`src/rtl/riscv_pkg.sv`:
```
// Shared RV32I definitions: word size, reset/bubble constants, fetch FSM states.
package riscv_pkg;

  localparam int XLEN = 32;

  localparam logic [XLEN-1:0] RESET_PC  = 32'h0000_0000;
  localparam logic [XLEN-1:0] NOP_INSTR = 32'h0000_0013;  // addi x0,x0,0

  // IDLE: nothing outstanding; WAIT: response will be kept;
  // DROP: response will be discarded; HOLD: response parked in the buffer.
  typedef enum logic [1:0] {
    F_IDLE = 2'd0,
    F_WAIT = 2'd1,
    F_DROP = 2'd2,
    F_HOLD = 2'd3
  } fetch_state_e;

  // Instruction fetches are always word aligned.
  function automatic logic [XLEN-1:0] word_align(input logic [XLEN-1:0] addr);
    return {addr[XLEN-1:2], 2'b00};
  endfunction

endpackage

```
`src/rtl/fetch_if_id_reg.sv`:
```
// IF/ID pipeline register: bubble overrides load, otherwise contents hold.
module if_id_reg
  import riscv_pkg::*;
(
  input  logic            clk,
  input  logic            rst,
  input  logic            load,
  input  logic            bubble,
  input  logic [XLEN-1:0] instr,
  input  logic [XLEN-1:0] pc,
  output logic [XLEN-1:0] instrD,
  output logic [XLEN-1:0] pcD,
  output logic [XLEN-1:0] pc4D,
  output logic            validD
);

  // Register update: reset to bubble, bubble keeps the PC fields, load captures a new instruction.
  always_ff @(posedge clk) begin
    if (rst) begin
      instrD <= NOP_INSTR;
      pcD    <= '0;
      pc4D   <= '0;
      validD <= 1'b0;
    end else if (bubble) begin
      instrD <= NOP_INSTR;
      validD <= 1'b0;
    end else if (load) begin
      instrD <= instr;
      pcD    <= pc;
      pc4D   <= pc + 32'd4;
      validD <= 1'b1;
    end
  end

endmodule

```
`src/rtl/fetch.sv`:
```
// RV32I instruction-fetch stage: PC register, one-outstanding-request imem port,
// a one-entry response buffer for decode stalls, and the IF/ID register.
module fetch
  import riscv_pkg::*;
#(
  parameter logic [XLEN-1:0] RESET_PC = riscv_pkg::RESET_PC
) (
  input  logic            clk,
  input  logic            rst,
  input  logic            stallF,
  input  logic            flushD,
  input  logic            pc_selE,
  input  logic [XLEN-1:0] pc_targetE,
  output logic            imem_req,
  output logic [XLEN-1:0] imem_addr,
  input  logic            imem_rvalid,
  input  logic [XLEN-1:0] imem_rdata,
  output logic [XLEN-1:0] instrD,
  output logic [XLEN-1:0] pcD,
  output logic [XLEN-1:0] pc4D,
  output logic            validD,
  output logic            busyF
);

  // pc holds the address of the outstanding request (WAIT/DROP) or of the
  // next request to issue (IDLE/HOLD).
  fetch_state_e    state, state_nxt;
  logic [XLEN-1:0] pc, pc_nxt, pc_plus4;
  logic [XLEN-1:0] buf_instr, buf_pc;
  logic            accept, capture, drain;
  logic [XLEN-1:0] ifid_instr, ifid_pc;

  assign pc_plus4 = pc + 32'd4;

  // A redirect or reset kills whatever the memory returns this cycle.
  assign accept  = !rst && !pc_selE && !stallF && (state == F_WAIT) && imem_rvalid;
  assign capture = !rst && !pc_selE &&  stallF && (state == F_WAIT) && imem_rvalid;
  assign drain   = !rst && !pc_selE && !stallF && (state == F_HOLD);

  // New request whenever idle, or back-to-back with a consumed instruction.
  assign imem_req  = !rst && !pc_selE && ((state == F_IDLE) || accept || drain);
  assign imem_addr = (state == F_WAIT) ? pc_plus4 : pc;
  assign busyF     = !(accept || drain);

  // Next fetch state and PC; redirect outranks every normal transition.
  always_comb begin
    state_nxt = state;
    pc_nxt    = pc;
    if (pc_selE) begin
      pc_nxt = word_align(pc_targetE);
      // Still owed a response only if one is outstanding and not arriving now.
      if (((state == F_WAIT) || (state == F_DROP)) && !imem_rvalid)
        state_nxt = F_DROP;
      else
        state_nxt = F_IDLE;
    end else begin
      case (state)
        F_IDLE: state_nxt = F_WAIT;
        F_WAIT: begin
          if (imem_rvalid) begin
            pc_nxt    = pc_plus4;
            state_nxt = stallF ? F_HOLD : F_WAIT;
          end
        end
        F_DROP: if (imem_rvalid) state_nxt = F_IDLE;
        F_HOLD: if (!stallF) state_nxt = F_WAIT;
        default: state_nxt = F_IDLE;
      endcase
    end
  end

  // Fetch state and PC registers.
  always_ff @(posedge clk) begin
    if (rst) begin
      state <= F_IDLE;
      pc    <= RESET_PC;
    end else begin
      state <= state_nxt;
      pc    <= pc_nxt;
    end
  end

  // One-entry buffer for a response that arrives while decode is stalled;
  // it is considered full only while the FSM sits in HOLD.
  always_ff @(posedge clk) begin
    if (capture) begin
      buf_instr <= imem_rdata;
      buf_pc    <= pc;
    end
  end

  assign ifid_instr = drain ? buf_instr : imem_rdata;
  assign ifid_pc    = drain ? buf_pc    : pc;

  if_id_reg u_if_id (
    .clk    (clk),
    .rst    (rst),
    .load   (accept || drain),
    .bubble (pc_selE || flushD),
    .instr  (ifid_instr),
    .pc     (ifid_pc),
    .instrD (instrD),
    .pcD    (pcD),
    .pc4D   (pc4D),
    .validD (validD)
  );

endmodule
```
`config.mk`:
```
export PLATFORM = sky130hd
export DESIGN_NAME = fetch
export DESIGN_NICKNAME = d
export VERILOG_FILES = /design/src/rtl/riscv_pkg.sv /design/src/rtl/fetch_if_id_reg.sv /design/src/rtl/fetch.sv
export SDC_FILE = /design/constraint.sdc
export NUM_CORES = 1
export LEC_CHECK = 0
export BUFFER_PORTS_ARGS = -buffer_cell sky130_fd_sc_hd__buf_2
export CAP_MARGIN = 30
export CORE_ASPECT_RATIO = 0.75
export CORE_MARGIN = 5
export CORE_UTILIZATION = 40
export CTS_BUF_LIST = sky130_fd_sc_hd__clkbuf_8 sky130_fd_sc_hd__clkbuf_16
export DETAILED_ROUTE_END_ITERATION = 7
export HOLD_SLACK_MARGIN = 0.03
export PLACE_DENSITY_LB_ADDON = 0.15
export SYNTH_ARGS = -nofsm -noshare
export SYNTH_HDL_FRONTEND = slang
export SYNTH_SLANG_ARGS = --single-unit
```
`constraint.sdc`:
```
create_clock -name clk -period 12.19 [get_ports clk]
set_clock_uncertainty 0.2 [all_clocks]
set_input_delay 1.8285 -clock clk [delete_from_list [all_inputs] [get_ports clk]]
set_output_delay 1.8285 -clock clk [all_outputs]
set_load 0.01 [all_outputs]
```
Yosys cells after proc, flatten, opt, wreduce, memory -nomap -nowiden
Cells that the tools add are included.

word-level totals
  register bits = 195
  output and inout bits = 131
  input port bits = 70
  word-level logic and storage cells = 60

cells by class
  equality and inequality tests = 6
  multiplexer cells = 13
  add/subtract/negate cells = 2
  bitwise logic cells = 1
  reductions and logical operators = 29

operators with widths
  kind                                                             number
  32-bit two-way mux                                               6
  32-bit by 3-bit adder with 32-bit output, second input constant  2
  2-bit two-way mux                                                6
  1-bit logical AND                                                10
  3-bit != test, second input constant                             3
  2-bit case mux with 4 select lines                               1
  2-bit AND reduction                                              3
  1-bit zero test                                                  5
  1-bit logical OR                                                 5
  2-bit == test, second input constant                             2
  2-bit nonzero test                                               2
  2-bit OR reduction                                               2
  3-bit AND reduction                                              1
  2-bit by 1-bit == test with 1-bit output, second input constant  1
  2-bit zero test                                                  1
  1-bit NOT                                                        1

Depth between registers and ports, before layout
  word-level depth = 8
  gate-level depth with buffers = 15
  depth with buffers taken out = 11

Cells and area by module
From an unflattened synthesis, not the netlist that was laid out.

second synthesis, totals
  cells, all modules = 928
  area, all modules = 9042.4 sq um

modules (own cells, without submodules)
  module     cells an instance  seq. area each (sq um)  times used  area an instance (sq um)
  fetch      483                2502.4                  1           5198.7
  if_id_reg  445                1901.8                  1           3843.7

Least setup slack after synthesis
Ideal clock, no wire load.

  path kind = in2reg
  start point = in pc_selE
  end point = reg buf_instr[0] (enable)
  stages = 4
  required time = 11.333 ns
  setup slack = 2.494 ns
  arrival = 8.839 ns
  cells stage by stage = buf_6 clkbuf_1 buf_1 nor4b_1

between the ends
  cells in the longest elaborated chain, start to end = 5

ends and longest elaborated chain
  element                          RTL line     source
  start, declared                  fetch.sv:12  input logic pc_selE,
  1-bit zero test                  fetch.sv:37  assign capture = !rst && !pc_selE && stallF && (state == F_WAIT) && imem_rvalid;
  1-bit logical AND (4 in series)  fetch.sv:37
  via capture                      fetch.sv:30  logic accept, capture, drain;
  end signal, assigned             fetch.sv:87  buf_instr <= imem_rdata;
  end, declared                    fetch.sv:29  logic [XLEN-1:0] buf_instr, buf_pc;

The timed path passes the listed nets, and every way through them passes these cells.
A chain may end at the register's enable or synchronous reset.

Worst setup path in the final report
  start point = in rst
  end point = out busyF

between the ends
  cells in the longest elaborated chain, start to end = 7

ends and longest elaborated chain
  element                              RTL line                  source
  start, declared                      fetch.sv:9                input logic rst,
  1-bit zero test (*)                  fetch.sv:36, fetch.sv:38
  1-bit logical AND (*) (2 in series)  fetch.sv:36, fetch.sv:38
  1-bit logical AND (2 in series)      fetch.sv:36               assign accept = !rst && !pc_selE && !stallF && (state == F_WAIT) && imem_rvalid;
  1-bit logical OR (*)                 fetch.sv:43               assign busyF = !(accept || drain);
  1-bit zero test (*)                  fetch.sv:43
  end, declared                        fetch.sv:22               output logic busyF

Every way passes the cells marked *; elsewhere a longest branch is shown, timed or not.

==> impl_metrics.yaml <==
logic_synthesis:
  synth_area_sq_um: 8950
  yosysSeqAreaShare_pct: 48.8
  synth_edf_count: 62
  synth.top_cell.area_share_pct: 28.0
  avgSynthCellArea_sq_um: 9.19
  synth_top_cells_by_area: "dfxtp_1 28%, edfxtp_1 21%, nand2_1 6.0%, nor2_1 5.1%, xnor2_1 4.5%"
  netlist_instances: 973
  synth_warnings: 0
  yosysTopAreaCell: "dfxtp_1"
  synth_cell_type_count: 53
  async_flop_share_pct: 0
  synth_seq_cells: 187
  ys.flop_type: "dfxtp_1"
timing:
  holdWs_ps: 251
  maxSlewHeadroom_pct: 44.1
  clock.fmax_mhz: 180
  slew_violations: 0
  setup_viol: 0
  min_period_ps: 5570
  max_slew.worst_pin.slew_ps: 839
  setup_tns_ps: 0
  period_share_pct: 45.7
  rsz0062_at_grt: "no"
  worst_slack_ps: 6620
  finalHoldViolations: 0
detailed_routing:
  num_vias: 7331
  via_per_inst: 5.17
  wl_per_cell_um: 17.8
  routed_wl_mm: 25.2
  dr.pass1.iters: 5
  antenna_left: 0
  drc: 0
  drt_iter0_markers: 680
hold_path:
  min_to: "u_if_id.pc4D[4]"
  hp-class: "flip-flop to flip-flop"
  holdPathStages: 2
  hold_start: "u_if_id.pc4D[4]"
clock_network:
  cts_buffers: 17
  cts.clk_slew.worst_paths_ps: 70
  root_buffer: "clkbuf_16"
  clk_latency_ps: 430
  ctsResizeCount: 0
  cts_tree: "done"
  cts_max_level: 4
  post_cts_buffers: 0
  ctsHoldBuffers: 0
  numClockSinks: 187
  clockBufferDepth: 2
setup_path:
  crit_path_frequent_cell: "buf_2"
  cp_max_fo: 61
  r2r_slack_ps: 8160
  end_kind: "output pin"
  cp_cell_sequence: "buf_2 > nor3_1 > o21a_2 > buf_4 > inv_2 > buf_2"
  crit_required_ps: 10160
  r2r_cells: 9
  worstSetupPathType: "primary input to output pin"
  regToRegEndpoint: "u_if_id.pc4D[30]"
  critPathLaunchType: "primary input"
  crit_slowest_cell: "buf_4"
  r2r-start: "state[0]"
  arrival_ps: 3540
  slowest_delay_ps: 490
cells_and_area:
  synthToLayoutAreaGrowth_pct: 18.7
  antennaDiodeCount: 0
  layoutNonFillerInstCount: 1419
  layout_common_cells: "192 x buf_2, 142 x nand2_1, 125 x dfxtp_1, 122 x nor2_1, 62 x edfxtp_1"
  postLayoutCoreUtil_pct: 48.1
  fin_area_sq_um: 10600
  drive_gt1_share_pct: 22.0
  nets: 1188
  layout_commonest_cell: "buf_2"
  nFillCells: 2208
placed_design:
  dpl_cell_area_sq_um: 10000
  io_buffers: 192
  gp_congestion: 0.824
  dpl.hpwl_mm: 18.0
  place_inst: 1387
  dp_slack_ps: 6470
global_route:
  grt_usage_pct: 19.3
  grt_start_max_net_pins: 74
  grt.overflow.total: 0
  grt_pass1_wl_mm: 39.3
  grt_antenna_before_repair: 0
  first_global_vias: 6788
power:
  pwr-share-comb_pct: 6.6
  powerDensity_nw_per_um2: 126
  p_sw_share_pct: 25.2
  ir_drop_uv: 84.9
  p_int_uw: 999
  p_switching_uw: 336
  p_total_mw: 1.34
  p_clk_share_pct: 43.2
  power_leakage_nw: 4.01
  seqPwrFrac_pct: 50.3
die:
  fp.coreArea_sq_um: 22100
  dieArea_sq_um: 25500
  die_x_um: 183
  ioPinCount: 201
  start_util_pct: 40.6
  die_h_um: 140
  num_rows: 47
run_status:
  status: "finished clean"
flow_run:
  maxCapViolations: 0
==> power groups by stage <==
stage               logic, mW  clock network [mW]  registers [mW]
floorplan              0.0620                   0           0.673
finish                 0.0875               0.576           0.672
global placement       0.0863                   0           0.685
global route           0.0964               0.620           0.673
detailed placement     0.0869                   0           0.685
CTS                    0.0876               0.593           0.671
==> worst max-delay path by stage <==
stage,cells after the start,end,start
finish,6,busyF,rst
global route,7,imem_req,rst
CTS,6,busyF,rst
detailed placement,9,u_if_id.pc4D[30],rst
global placement,9,u_if_id.pc4D[30],rst
floorplan,4,buf_instr[0],pc_selE
==> state kept, by name, indices dropped and copies added, names as in the netlist <==
signal,count
u_if_id.instrD,32
state,2
u_if_id.validD,1
buf_pc,30
u_if_id.pcD,30
buf_instr,32
pc,30
u_if_id.pc4D,30
==> Yosys cell counts, drive strengths merged, types with 2 or more instances <==
cell and number:
nand2 142, dfxtp 125, nor2 122, edfxtp 62, clkbuf 55, xnor2 46
a21oi 38, xor2 38, a311oi 37, a211oi 36, buf 34, nand3 31
mux2i 30, o21ai 25, nand4 24, nor3 20, nand3b 19, or3 11
and2 9, inv 9, and3 8, and4 8, ha 6, nor4 5
a21boi 4, o211ai 4, a31oi 3, nor4b 3, o21a 3, o311ai 3
mux2 2
==> area by class of cell <==
cell class / instances / area [sq um] / share of cell area [%]
Clock inverter: 15 / 189 / 1.78
Sequential cell: 187 / 4360 / 41.1
Multi-Input combinational cell: 692 / 4180 / 39.3
Clock buffer: 17 / 425 / 4.01
Timing Repair Buffer: 204 / 1060 / 9.97
Inverter: 10 / 37.5 / 0.354
Tap cell: 294 / 368 / 3.46
==> routing by layer <==
metal  up-vias  track usage [%]  part of all wire, %
met5         -                0                    0
li1       3699                -                    -
met1      3373             33.7                   57
met4         0             3.91                 0.77
met2       244             23.3                   36
met3        15             3.97                  6.3
==> worst max-delay path: cells and delay by family <==
family / cells / cell delay [ps]
and+or+nand+nor: 1 / 240
AOI/OAI and AO/OA: 1 / 160
buffers and inverters: 4 / 1250
==> cells by family after synthesis <==
family | Yosys count | share of synthesized area, %
flops | 187 | 48.8
mux | 32 | 3.61
simple gates | 406 | 21.3
buf+inv | 99 | 5.01
xor+xnor | 84 | 8.22
other cells | 1 | 0.0419
compound gates | 158 | 12.2
fa+ha+maj | 6 | 0.839
(Power assumes the default switching activity.)
